[src/rtl/transaction_control.sv]
// Sequencing controller for the coin-transfer datapath: strobes amount/key, walks
// the ledger through balance and check words, writes balances back, holds the verdict.
`timescale 1ns/1ps
module transaction_control #(
  parameter int TIMEOUT = 16,
  parameter int SETTLE  = 2
) (
  input  logic        clock,
  input  logic        resetn,
  input  logic        go,
  input  logic        done_step,
  input  logic [10:0] p1_amount_out,
  input  logic [10:0] p2_amount_out,
  output logic        load_amount,
  output logic        load_key,
  output logic [2:0]  mem_address,
  output logic        mem_write,
  output logic [10:0] mem_data,
  output logic        busy,
  output logic        accepted,
  output logic        rejected
);

  localparam int CW = $clog2(TIMEOUT + 1);
  localparam logic [CW-1:0] SETTLE_C     = CW'(SETTLE);
  localparam logic [CW-1:0] SETTLE_LAST  = CW'(SETTLE - 1);
  localparam logic [CW-1:0] TIMEOUT_LAST = CW'(TIMEOUT - 1);

  typedef enum logic [3:0] {
    S_IDLE, S_LOAD_AMT, S_LOAD_KEY, S_RD_P1, S_RD_P2, S_CHK_AMT, S_CHK_KEY, S_XFER,
    S_WB_P1, S_WB_P2, S_WB_MIR, S_DONE_OK, S_DONE_FAIL
  } state_e;

  state_e        state_q, state_d;
  logic [CW-1:0] cnt_q, cnt_d;
  logic          go_q;
  logic          start;
  logic          load_amount_q, load_amount_d;
  logic          load_key_q, load_key_d;
  logic [2:0]    mem_address_q, mem_address_d;
  logic          mem_write_q, mem_write_d;
  logic [10:0]   mem_data_q, mem_data_d;
  logic          busy_q, busy_d;
  logic          accepted_q, accepted_d;
  logic          rejected_q, rejected_d;

  // The controller always supplies the ledger tag, so the datapath's tag bits are dropped.
  logic unused_tags;
  assign unused_tags = ^{p1_amount_out[10:8], p2_amount_out[10:8]};

  assign start = go & ~go_q;

  always_comb begin
    state_d = state_q;
    cnt_d   = '0;
    case (state_q)
      S_IDLE, S_DONE_OK, S_DONE_FAIL: if (start) state_d = S_LOAD_AMT;
      S_LOAD_AMT: state_d = S_LOAD_KEY;
      S_LOAD_KEY: state_d = S_RD_P1;
      S_RD_P1, S_RD_P2: begin
        if (cnt_q == SETTLE_LAST) state_d = (state_q == S_RD_P1) ? S_RD_P2 : S_CHK_AMT;
        else                      cnt_d   = cnt_q + 1'b1;
      end
      // done_step is trusted only once the word for this address has settled.
      S_CHK_AMT, S_CHK_KEY, S_XFER: begin
        if (cnt_q >= SETTLE_C && done_step)
          state_d = (state_q == S_CHK_AMT) ? S_CHK_KEY :
                    (state_q == S_CHK_KEY) ? S_XFER : S_WB_P1;
        else if (cnt_q == TIMEOUT_LAST) state_d = S_DONE_FAIL;
        else                            cnt_d   = cnt_q + 1'b1;
      end
      S_WB_P1:  state_d = S_WB_P2;
      S_WB_P2:  state_d = S_WB_MIR;
      S_WB_MIR: state_d = S_DONE_OK;
      default:  state_d = S_IDLE;
    endcase
  end

  // Outputs are decoded from the next state and registered, so they are pure Moore.
  always_comb begin
    load_amount_d = (state_d == S_LOAD_AMT);
    load_key_d    = (state_d == S_LOAD_KEY);
    mem_address_d = 3'd3;
    mem_write_d   = 1'b0;
    mem_data_d    = '0;
    busy_d        = 1'b1;
    accepted_d    = accepted_q;
    rejected_d    = rejected_q;
    case (state_d)
      S_IDLE:     busy_d = 1'b0;
      S_LOAD_AMT: begin
        accepted_d = 1'b0;
        rejected_d = 1'b0;
      end
      S_RD_P2:    mem_address_d = 3'd4;
      S_CHK_AMT:  mem_address_d = 3'd0;
      S_CHK_KEY:  mem_address_d = 3'd1;
      S_XFER:     mem_address_d = 3'd2;
      S_WB_P1: begin
        mem_write_d = 1'b1;
        mem_data_d  = {3'b101, p1_amount_out[7:0]};
      end
      S_WB_P2: begin
        mem_write_d   = 1'b1;
        mem_address_d = 3'd4;
        mem_data_d    = {3'b110, p2_amount_out[7:0]};
      end
      S_WB_MIR: begin
        mem_write_d   = 1'b1;
        mem_address_d = 3'd0;
        mem_data_d    = {3'b001, p1_amount_out[7:0]};
      end
      S_DONE_OK: begin
        busy_d     = 1'b0;
        accepted_d = 1'b1;
      end
      S_DONE_FAIL: begin
        busy_d     = 1'b0;
        rejected_d = 1'b1;
      end
      default: ;
    endcase
  end

  always_ff @(posedge clock or negedge resetn) begin
    if (!resetn) begin
      state_q       <= S_IDLE;
      cnt_q         <= '0;
      go_q          <= 1'b0;
      load_amount_q <= 1'b0;
      load_key_q    <= 1'b0;
      mem_address_q <= 3'd3;
      mem_write_q   <= 1'b0;
      mem_data_q    <= '0;
      busy_q        <= 1'b0;
      accepted_q    <= 1'b0;
      rejected_q    <= 1'b0;
    end else begin
      state_q       <= state_d;
      cnt_q         <= cnt_d;
      go_q          <= go;
      load_amount_q <= load_amount_d;
      load_key_q    <= load_key_d;
      mem_address_q <= mem_address_d;
      mem_write_q   <= mem_write_d;
      mem_data_q    <= mem_data_d;
      busy_q        <= busy_d;
      accepted_q    <= accepted_d;
      rejected_q    <= rejected_d;
    end
  end

  assign load_amount = load_amount_q;
  assign load_key    = load_key_q;
  assign mem_address = mem_address_q;
  assign mem_write   = mem_write_q;
  assign mem_data    = mem_data_q;
  assign busy        = busy_q;
  assign accepted    = accepted_q;
  assign rejected    = rejected_q;

endmodule

[config.mk]
export PLATFORM = sky130hd
export DESIGN_NAME = transaction_control
export DESIGN_NICKNAME = d
export VERILOG_FILES = /design/src/rtl/transaction_control.sv
export SDC_FILE = /design/constraint.sdc
export NUM_CORES = 1
export LEC_CHECK = 0
export CAP_MARGIN = 20
export CORE_ASPECT_RATIO = 0.8
export CORE_MARGIN = 1.5
export CORE_UTILIZATION = 30
export DETAILED_ROUTE_END_ITERATION = 10
export GPL_ROUTABILITY_DRIVEN = 0
export SETUP_SLACK_MARGIN = 0.15
export SYNTH_ARGS = -nofsm -noshare
export SYNTH_HDL_FRONTEND = slang
export SYNTH_SLANG_ARGS = --single-unit
[constraint.sdc]
create_clock -name clock -period 3.39 [get_ports clock]
set_clock_uncertainty 0.1 [all_clocks]
set_input_delay 0.339 -clock clock [delete_from_list [all_inputs] [get_ports clock]]
set_output_delay 0.339 -clock clock [all_outputs]
set_load 0.05 [all_outputs]
* Yosys cells after proc, flatten, opt, wreduce, memory -nomap -nowiden *
Cells that the tools add are included.

storage, ports and cells
  flip-flop bits (word level) = 30
  output and inout bits = 20
  word-level logic and storage cells = 70
  bits of input ports = 26

cells by class
  mux-type cells = 18
  $add $sub $neg = 1
  bitwise logic cells = 2
  reduce and logical (&&, ||, !) cells = 12
  eq/ne operators = 25
  magnitude comparators = 1

operators by type and width
  cell                                                                                 number
  4-bit equality test, second input constant                                           10
  11-bit one-hot mux with 3 select lines                                               1
  4-bit by 3-bit equality test with 1-bit output, second input constant                8
  4-bit one-hot mux with 8 select lines                                                1
  4-bit two-way mux                                                                    6
  5-bit two-way mux                                                                    3
  4-bit by 2-bit equality test with 1-bit output, second input constant                3
  3-bit one-hot mux with 4 select lines                                                1
  3-bit OR reduction                                                                   4
  5-bit one-hot mux with 2 select lines                                                1
  4-bit by 1-bit equality test with 1-bit output, second input constant                2
  4-bit zero test                                                                      2
  2-bit OR reduction                                                                   3
  5-bit by 1-bit adder with 5-bit output, second input constant                        1
  5-bit by 1-bit equality test with 1-bit output, second input constant                1
  5-bit by 4-bit equality test with 1-bit output, second input constant                1
  5-bit by 2-bit greater-or-equal comparator with 1-bit output, second input constant  1
  1-bit one-hot mux with 2 select lines                                                2
  2-bit nonzero test                                                                   2
  1-bit two-way mux                                                                    3
  1-bit bitwise AND                                                                    1
  1-bit logical AND                                                                    1
  1-bit inverter                                                                       1

* Longest topological paths before layout *
Gate-level depths: netlist (run 1).

  word-level depth = 8
  mapped depth = 11
  gate-level depth less buffers = 11

* Worst setup path after synthesis (run 1) *
OpenSTA, ideal clock, no wires.

  path kind = reg-to-reg
  from = register cnt_q[0]
  to = register busy_q (netlist: busy)
  setup time = 0.099 ns
  path buffers = 0
  clock period less this slack = 2.533 ns
  data arrival time = 2.333 ns
  required time = 3.191 ns
  stages on the path, launching flop included = 12
  setup slack = 0.857 ns
  cells stage by stage = dfrtp_1 ha_1 nand3_1 inv_1 ha_1 or4b_1 o32a_1 a21oi_4 o21ai_4 inv_2 nor3_1 a311oi_1

between the ends
  cells in the longest elaborated chain, start to end = 7
  elaborated cells on any way between the ends = 13
  classes of those cells = order compare: 1; eq/ne: 4; mux: 5; reduce/logical: 3

RTL lines
  item                                                                                                                                   line    source
  from (decl)                                                                                                                            35      logic [CW-1:0] cnt_q, cnt_d;
  from (signal assigned)                                                                                                                 140     cnt_q <= cnt_d;
  5-bit by 2-bit greater-or-equal comparator with 1-bit output / 5-bit by 4-bit equality test with 1-bit output (equally long branches)  66, 69
  1-bit logical AND / 4-bit two-way mux (equally long branches)                                                                          66, 69
  4-bit two-way mux                                                                                                                      66      if (cnt_q >= SETTLE_C && done_step)
  4-bit one-hot mux with 8 select lines (*)                                                                                              56      case (state_q)
  via state_d[0]                                                                                                                         34      state_e state_q, state_d;
  4-bit equality test / 4-bit zero test (equally long branches)                                                                          89      case (state_d)
  3-bit OR reduction (no source line) (*)                                                                                                n/a
  1-bit two-way mux (*)                                                                                                                  89
  via busy_d                                                                                                                             43      logic busy_q, busy_d;
  to (signal assigned)                                                                                                                   147     busy_q <= busy_d;
  to (decl)                                                                                                                              43

Mark *: on every way through the listed nets, which the timed path passes. The rest lies on a longest branch.
A chain may end at the register's enable or synchronous reset.

* Final worst setup path (run 1) *
Same ends and word-level chain as after synthesis.

==> impl_summary.log, run 1 <==
[metrics] via total after detailed routing: 1,179
[metrics] number of buffers added on ports: 39
[metrics] most common library cell in the layout ignoring fill and taps: sky130_fd_sc_hd__clkdlybuf4s50_1
[metrics] remaining antenna violation count: 0
[metrics] post-cts gate resize count: 0
[metrics] combinational family with the most area after synthesis: compound AO/OA/AOI/OAI gates
[metrics] Syn Nets: roughly 170
[metrics] Clock transition at path regs: around 70 ps
[metrics] Cell Rows: 23
[metrics] post-synthesis instance area: 1570 µm²
[metrics] WS Path Type: reg -> reg
[metrics] required time of the worst setup path: ~3500 ps
[metrics] maximum fanout encountered on the critical timing path: 7
[metrics] synthesized-area fraction occupied by and/or/nand/nor cells: 19.3%
[metrics] iteration count of the initial detailed-routing pass: 4
[metrics] multiplexer fraction of the synthesized cell area: less than 1%
[metrics] synthesized area per cell: ~11 µm²
[metrics] commonest cells after routing, fill and taps aside: sky130_fd_sc_hd__clkdlybuf4s50_1 (39), sky130_fd_sc_hd__dfrtp_1 (28), sky130_fd_sc_hd__nor2_1 (13)
[metrics] maximum clock frequency: 0.366 GHz
[metrics] number of top-level design ports: 46
[metrics] number of nets in the final layout: 214
[metrics] sum of negative setup slack: 0 ps
[metrics] hold slack final: 329 ps
[metrics] Compound-Gate Fraction of Synth Area: 20.4%
[metrics] number of synthesized register bits: 30
[metrics] Starting Density: 31.2%
[metrics] xor/xnor cell area share of the yosys netlist: 2.15%
[metrics] class of the worst hold path: in -> async
[metrics] Max-slew headroom: 65.5%
[metrics] signal arrival time at the worst endpoint: 2810 ps
[metrics] endpoint class of the critical path: flip-flop
[metrics] setup violators final: 0
[metrics] period utilization: 80.5%
[metrics] transition at the pin with the smallest max-transition slack: 516 ps
[metrics] IR drop worst, VDD: 338 µV
[metrics] max-slew violations: 0
[metrics] post-layout util: 41.6%
[metrics] cell area power density: 856 nW/µm²
[metrics] via count normalized by instance count: 4.79
[metrics] unrepaired setup endpoints after global routing: false
[metrics] die area: around 5700 µm²
[metrics] drt initial violations: 76
[metrics] number of hold-slack violations in the final timing report: 0
[metrics] portion of the post-synthesis area used by sequential elements: 47.9%
[metrics] filler cell count: just under 500
[metrics] Sinks on Clock Net: 30
[metrics] final critical delay including setup and external delays: 2730 ps
[metrics] Cell Count Post-Placement: 238
[metrics] post-synthesis adder-cell area fraction: 3.98%
[metrics] Detail Placement HPWL: 2.43 mm
[metrics] number of standard cells after synthesis: roughly 140
[metrics] clock latency of the later-clocked register in the worst-skew pair: a little under 300 ps
[metrics] Syn. warnings: 0
[metrics] aggregate global routing overflow: 0
[metrics] number of library cell types mapped by synthesis: 50
[metrics] hold bufs inserted after CTS: 0
[metrics] post-layout instance count excluding filler cells: 246
[metrics] die extent in x: 84.0 µm
[metrics] Die Y: 67.8 µm
[metrics] vias in the first global route: 1,116
[metrics] clock root cell: sky130_fd_sc_hd__clkbuf_8
[metrics] post-synthesis to final-layout area growth: 33.3%
[metrics] area of the placeable core: 5040 µm²
[metrics] post-detailed-route DRC marker count: 0
[metrics] layout cell share with drive strength beyond 1: 15.2%
[metrics] result of the run: finished, final reports clean
[metrics] global-route wire length before repair: approximately 5.5 mm
[metrics] total number of H-tree levels: 2
[metrics] total chip power: 1.79 mW
[metrics] final routed wirelength across all metal layers: 3.32 mm
[metrics] leakage power total: between 0.8 and 0.9 nW
[metrics] n_diodes: 0
[metrics] clock tree from TritonCTS: yes
[metrics] initial antenna violation count: 0
[metrics] maximum number of pins on one net before global-route repair: 31
[metrics] number of buffers added by the clock tree synthesis step: 5
[metrics] all-layer global routing usage: 12.9%
[metrics] maximum buffer depth of the clock tree: 2
[metrics] CP startpoint kind: flip-flop
[metrics] number of max-cap violations: 0
[metrics] Post CTS Setup Buffer Count: 0
[metrics] post-DR wirelength/cell: 13.5 µm
==> final timing paths <==
check	from	endpoint	slack, ps	cells after the start
worst max-delay path	cnt_q[0]$_DFF_PN0_	busy$_DFF_PN0_	660	11
worst min-delay path	resetn	cnt_q[2]$_DFF_PN0_	330	2
worst max register to register	cnt_q[0]$_DFF_PN0_	busy$_DFF_PN0_	660	11
worst min register to register	rejected$_DFFE_PN0P_	rejected$_DFFE_PN0P_	400	2
max in group asynchronous	resetn	mem_address[1]$_DFF_PN1_	2540	2
min in group clock	rejected$_DFFE_PN0P_	rejected$_DFFE_PN0P_	400	2
==> cell usage after synthesis, drive strengths merged <==
cell      n  share of area, %
and4b     2               1.3
or3       2               1.1
or4b      2               1.5
o32a      2               1.3
o41ai     1              0.56
mux2i     1              0.64
inv      10               2.4
o2111ai   2               1.1
or2       3               1.2
dfstp     2               3.3
nand3     5               1.6
nor4      2              0.80
xnor2     2               1.6
o21a      2              0.95
o21ai     4               2.0
dfrtp    28                45
nor2b     3               1.2
nand3b    1              0.48
nor2     13               3.1
a311oi    1              0.56
a21oi     6               2.6
o211ai    3               2.6
clkbuf    1              0.24
nand2     9               2.6
o31ai     1              0.80
a211oi    4               2.9
and2      1              0.40
nand4b    1              0.56
ha        5               4.0
a22o      8               4.5
or3b      1              0.56
xor2      1              0.56
buf       6               3.0
nor3      6               2.9
o221ai    1              0.56
==> area by class of cell <==
cell class,instances,area [µm²],share of cell area [%]
Clock buffer,7,86.3,4.12
Clock inverter,1,5.00,0.239
Inverter,10,37.5,1.79
Multi-Input combinational cell,95,731,34.9
Sequential cell,30,753,35.9
Tap cell,62,77.6,3.70
Timing Repair Buffer,41,405,19.3
==> per-layer routing <==
layer,vias up,part of all wire [%],track usage [%]
met5,-,0,0
met4,0,1.3,6.35
met3,4,3.6,4.40
met2,19,45,19.2
met1,562,50,17.0
li1,594,-,-
==> where the power goes <==
group,internal [mW],total (mW),switching (mW),leakage [nW]
logic,0.356,0.945,0.589,0.449
registers,0.448,0.553,0.104,0.397
clock network,0.163,0.296,0.133,0.0482
total,0.968,1.79,0.826,0.894
==> cells by family (layout without fill, tap and decap cells) <==
group           count (synthesis)  after routing
simple gates                   51             51
compound gates                 35             35
flops                          30             30
buf+inv                        17             59
fa+ha+maj                       5              5
xor+xnor                        3              3
mux                             1              1
==> registers in the layout, summed over array words and instances (netlist names) <==
signal       count
cnt_q            5
mem_data        11
go_q             1
mem_write        1
state_q          4
accepted         1
rejected         1
busy             1
load_amount      1
load_key         1
mem_address      3
==> critical path, cell delays in order (launching register included) <==
cell,delay (ps)
sky130_fd_sc_hd__dfrtp_1,420
sky130_fd_sc_hd__ha_1,240
sky130_fd_sc_hd__nand3_1,110
sky130_fd_sc_hd__inv_1,50
sky130_fd_sc_hd__ha_1,230
sky130_fd_sc_hd__or4b_1,510
sky130_fd_sc_hd__o32a_1,200
sky130_fd_sc_hd__a21oi_4,220
sky130_fd_sc_hd__o21ai_4,100
sky130_fd_sc_hd__inv_2,130
sky130_fd_sc_hd__nor3_1,70
sky130_fd_sc_hd__a311oi_1,230
==> per-stage QoR <==
step           setup WS (ps)  area [µm²]
6_report                 661        2100
5_1_grt                  454        2100
4_1_cts                  643        2100
3_5_place_dp             642        2000
3_3_place_gp             633        2000
2_1_floorplan            857        1570
(Power assumes the default switching activity.)
==> run 2, diff against run 1 <==
clock period = 2.2 ns   (was 3.39 ns; I/O delays follow)
==> run 2 against run 1 <==
  * Worst hold slack worse by 91 ps
  * Routed wire length up 27%
  * The run now ends with setup timing left
  * Sequential share of layout area is 5.4 points lower
  * Final cell count rose by 14%
  * Final area increased by 18%
  * Setup slack worse by 940 ps
  * Sequential cell count is the same
  * First-iteration DRC count down 11%
==> impl_summary.log, run 2 (same netlist as run 1, synthesis figures left out) <==
[metrics] cells along the critical path: ha_2 -> nand3_2 -> inv_2 -> ha_4 -> or4b_1 -> o32a_1 -> a21oi_4 -> o21ai_4 -> inv_2 -> nor3_2 -> a311oi_2
[metrics] violated checks: setup timing
[metrics] setup slack after placement: -341 ps (-983 ps)
[metrics] post-DR wirelength/cell: 15.0 µm (+11%)
[metrics] iteration count of the initial detailed-routing pass: 4 (unchanged)
[metrics] area of the placeable core: 5040 µm² (unchanged)
[metrics] final standard cell area without fillers: 2470 µm² (+18%)
[metrics] all-layer global routing usage: 15.8% (+2.9 points)
[metrics] via count normalized by instance count: 4.85 (+1.1%)
[metrics] maximum buffer depth of the clock tree: 2 (unchanged)
[metrics] final routed wirelength across all metal layers: 4.23 mm (+27%)
[metrics] period utilization: 112% (+32 points)
[metrics] Max-slew headroom: 62.3% (-3.2 points)
[metrics] cell area power density: 1420 nW/µm² (+66%)
[metrics] Largest register FFs: 11 (unchanged)
[metrics] leakage power total: 1.07 nW (+20%)
[metrics] total chip power: 3.52 mW (+96%)
[metrics] category of cells accounting for the largest share of critical-path delay: compound AO/OA/AOI/OAI gates
[metrics] global-route wire length before repair: 6.91 mm (+25%)
[metrics] IR drop worst, VDD: 700 µV (+110%)
[metrics] minimum setup slack in the final design: -274 ps (-936 ps)
[metrics] Detail Placement HPWL: 2.96 mm (+22%)
[metrics] Cell Rows: 23 (unchanged)
[metrics] buffers and inverters on the worst path: 2 (unchanged)
[metrics] Starting Density: 31.2% (unchanged)
[metrics] result of the run: finished with violations
[metrics] sum of negative setup slack: -3940 ps (-3940 ps)
[metrics] class of the worst hold path: in -> async
[metrics] total number of H-tree levels: 2 (unchanged)
[metrics] initial antenna violation count: 0 (unchanged)
[metrics] via total after detailed routing: 1,362 (+16%)
[metrics] library cell contributing the largest single delay on the critical path: sky130_fd_sc_hd__or4b_1
[metrics] layout cell share with drive strength beyond 1: 35.2% (+20 points)
[metrics] number of hold-slack violations in the final timing report: 0 (unchanged)
[metrics] aggregate global routing overflow: 0 (unchanged)
[metrics] number of max-cap violations: 0 (unchanged)
[metrics] maximum number of pins on one net before global-route repair: 31 (unchanged)
[metrics] Cell Count Post-Placement: 263 (+11%)
[metrics] most common library cell in the layout ignoring fill and taps: sky130_fd_sc_hd__clkdlybuf4s50_1
[metrics] maximum clock frequency: 0.404 GHz (+10%)
[metrics] post-layout instance count excluding filler cells: 281 (+14%)
[metrics] hold bufs inserted after CTS: 0 (unchanged)
[metrics] number of buffers added on ports: 39 (unchanged)
[metrics] commonest cells after routing, fill and taps aside: sky130_fd_sc_hd__clkdlybuf4s50_1 (39), sky130_fd_sc_hd__buf_4 (30), sky130_fd_sc_hd__dfrtp_1 (28)
[metrics] drt initial violations: 68 (-11%)
[metrics] CP startpoint kind: flip-flop
[metrics] endpoint class of the critical path: flip-flop
[metrics] Placement Cell Area: 2200 µm² (+9.9%)
[metrics] post-synthesis to final-layout area growth: 57.0%
[metrics] die area: 5690 µm² (unchanged)
[metrics] clock root cell: sky130_fd_sc_hd__clkbuf_8
[metrics] number of top-level design ports: 46 (unchanged)
[metrics] vias in the first global route: 1,417 (+27%)
[metrics] total area of sequential cells: 753 µm² (unchanged)
[metrics] maximum fanout encountered on the critical timing path: 4 (-3)
[metrics] multi-input combinational cell area: 827 µm² (+13%)
[metrics] unrepaired setup endpoints after global routing: true
[metrics] max-slew violations: 0 (unchanged)
[metrics] required time of the worst setup path: 2290 ps (-1180 ps)
[metrics] Sinks on Clock Net: 30 (unchanged)
[metrics] WS Path Type: reg -> reg
[metrics] clock latency of the later-clocked register in the worst-skew pair: 280 ps (about the same)
[metrics] number of buffers added by the clock tree synthesis step: 5 (unchanged)
[metrics] clock tree from TritonCTS: yes
[metrics] Clock transition at path regs: 70 ps (about the same)
[metrics] remaining antenna violation count: 0 (unchanged)
[metrics] number of nets in the final layout: 249 (+16%)
[metrics] transition at the pin with the smallest max-transition slack: 566 ps (+49.5 ps)
[metrics] hold slack final: 238 ps (-90.9 ps)
[metrics] setup violators final: 18 (+18)
[metrics] post-detailed-route DRC marker count: 0 (unchanged)
[metrics] Die Y: 67.8 µm (unchanged)
[metrics] n_diodes: 0 (unchanged)
[metrics] final critical delay including setup and external delays: 2470 ps (-254 ps)
[metrics] die extent in x: 84.0 µm (unchanged)
[metrics] post-layout util: 49.0% (+7.4 points)
[metrics] signal arrival time at the worst endpoint: 2560 ps (-250 ps)
[metrics] Worst path max stage delay: 470 ps (-40 ps)
[metrics] filler cell count: 440 (-10%)
[metrics] Worst path most repeated cell: sky130_fd_sc_hd__inv_2
==> run 2: timing repair <==
item	4_1_cts	5_1_grt
setup buffers	7	1
resized for setup	20	5
pin swaps	11	2
setup endpoints to repair	19	22
gates cloned	2	0
==> run 2: area by class of cell <==
cell class              count  area share (%)
repair buffers             75            27.7
flip-flops and latches     30            30.5
multi-input cells          96            33.5
clock inverters             1           0.203
well taps                  62            3.14
clock buffers               7            3.50
inverters                  10            1.52
==> run 2: path summary, 6_finish.rpt <==
path	from	to	slack, ps	cells after the start
min in group clock	state_q[2]$_DFF_PN0_	load_key$_DFF_PN0_	400	1
worst max register to register	cnt_q[1]$_DFF_PN0_	busy$_DFF_PN0_	-270	11
worst max-delay path	cnt_q[1]$_DFF_PN0_	busy$_DFF_PN0_	-270	11
worst min register to register	state_q[2]$_DFF_PN0_	load_key$_DFF_PN0_	400	1
worst min-delay path	resetn	cnt_q[0]$_DFF_PN0_	240	2
max in group asynchronous	resetn	mem_address[0]$_DFF_PN1_	1430	2
==> run 2: routing by layer <==
layer  wire length (µm)  global-route usage [%]
met5                  0                       0
met4                 61                    4.92
met3                144                    4.16
met2               2030                    24.9
met1               1990                    21.7
==> run 2: where the power goes <==
part	switching [mW]	internal (mW)
sequential	0.110	0.692
clock	0.206	0.252
combinational	1.24	1.01
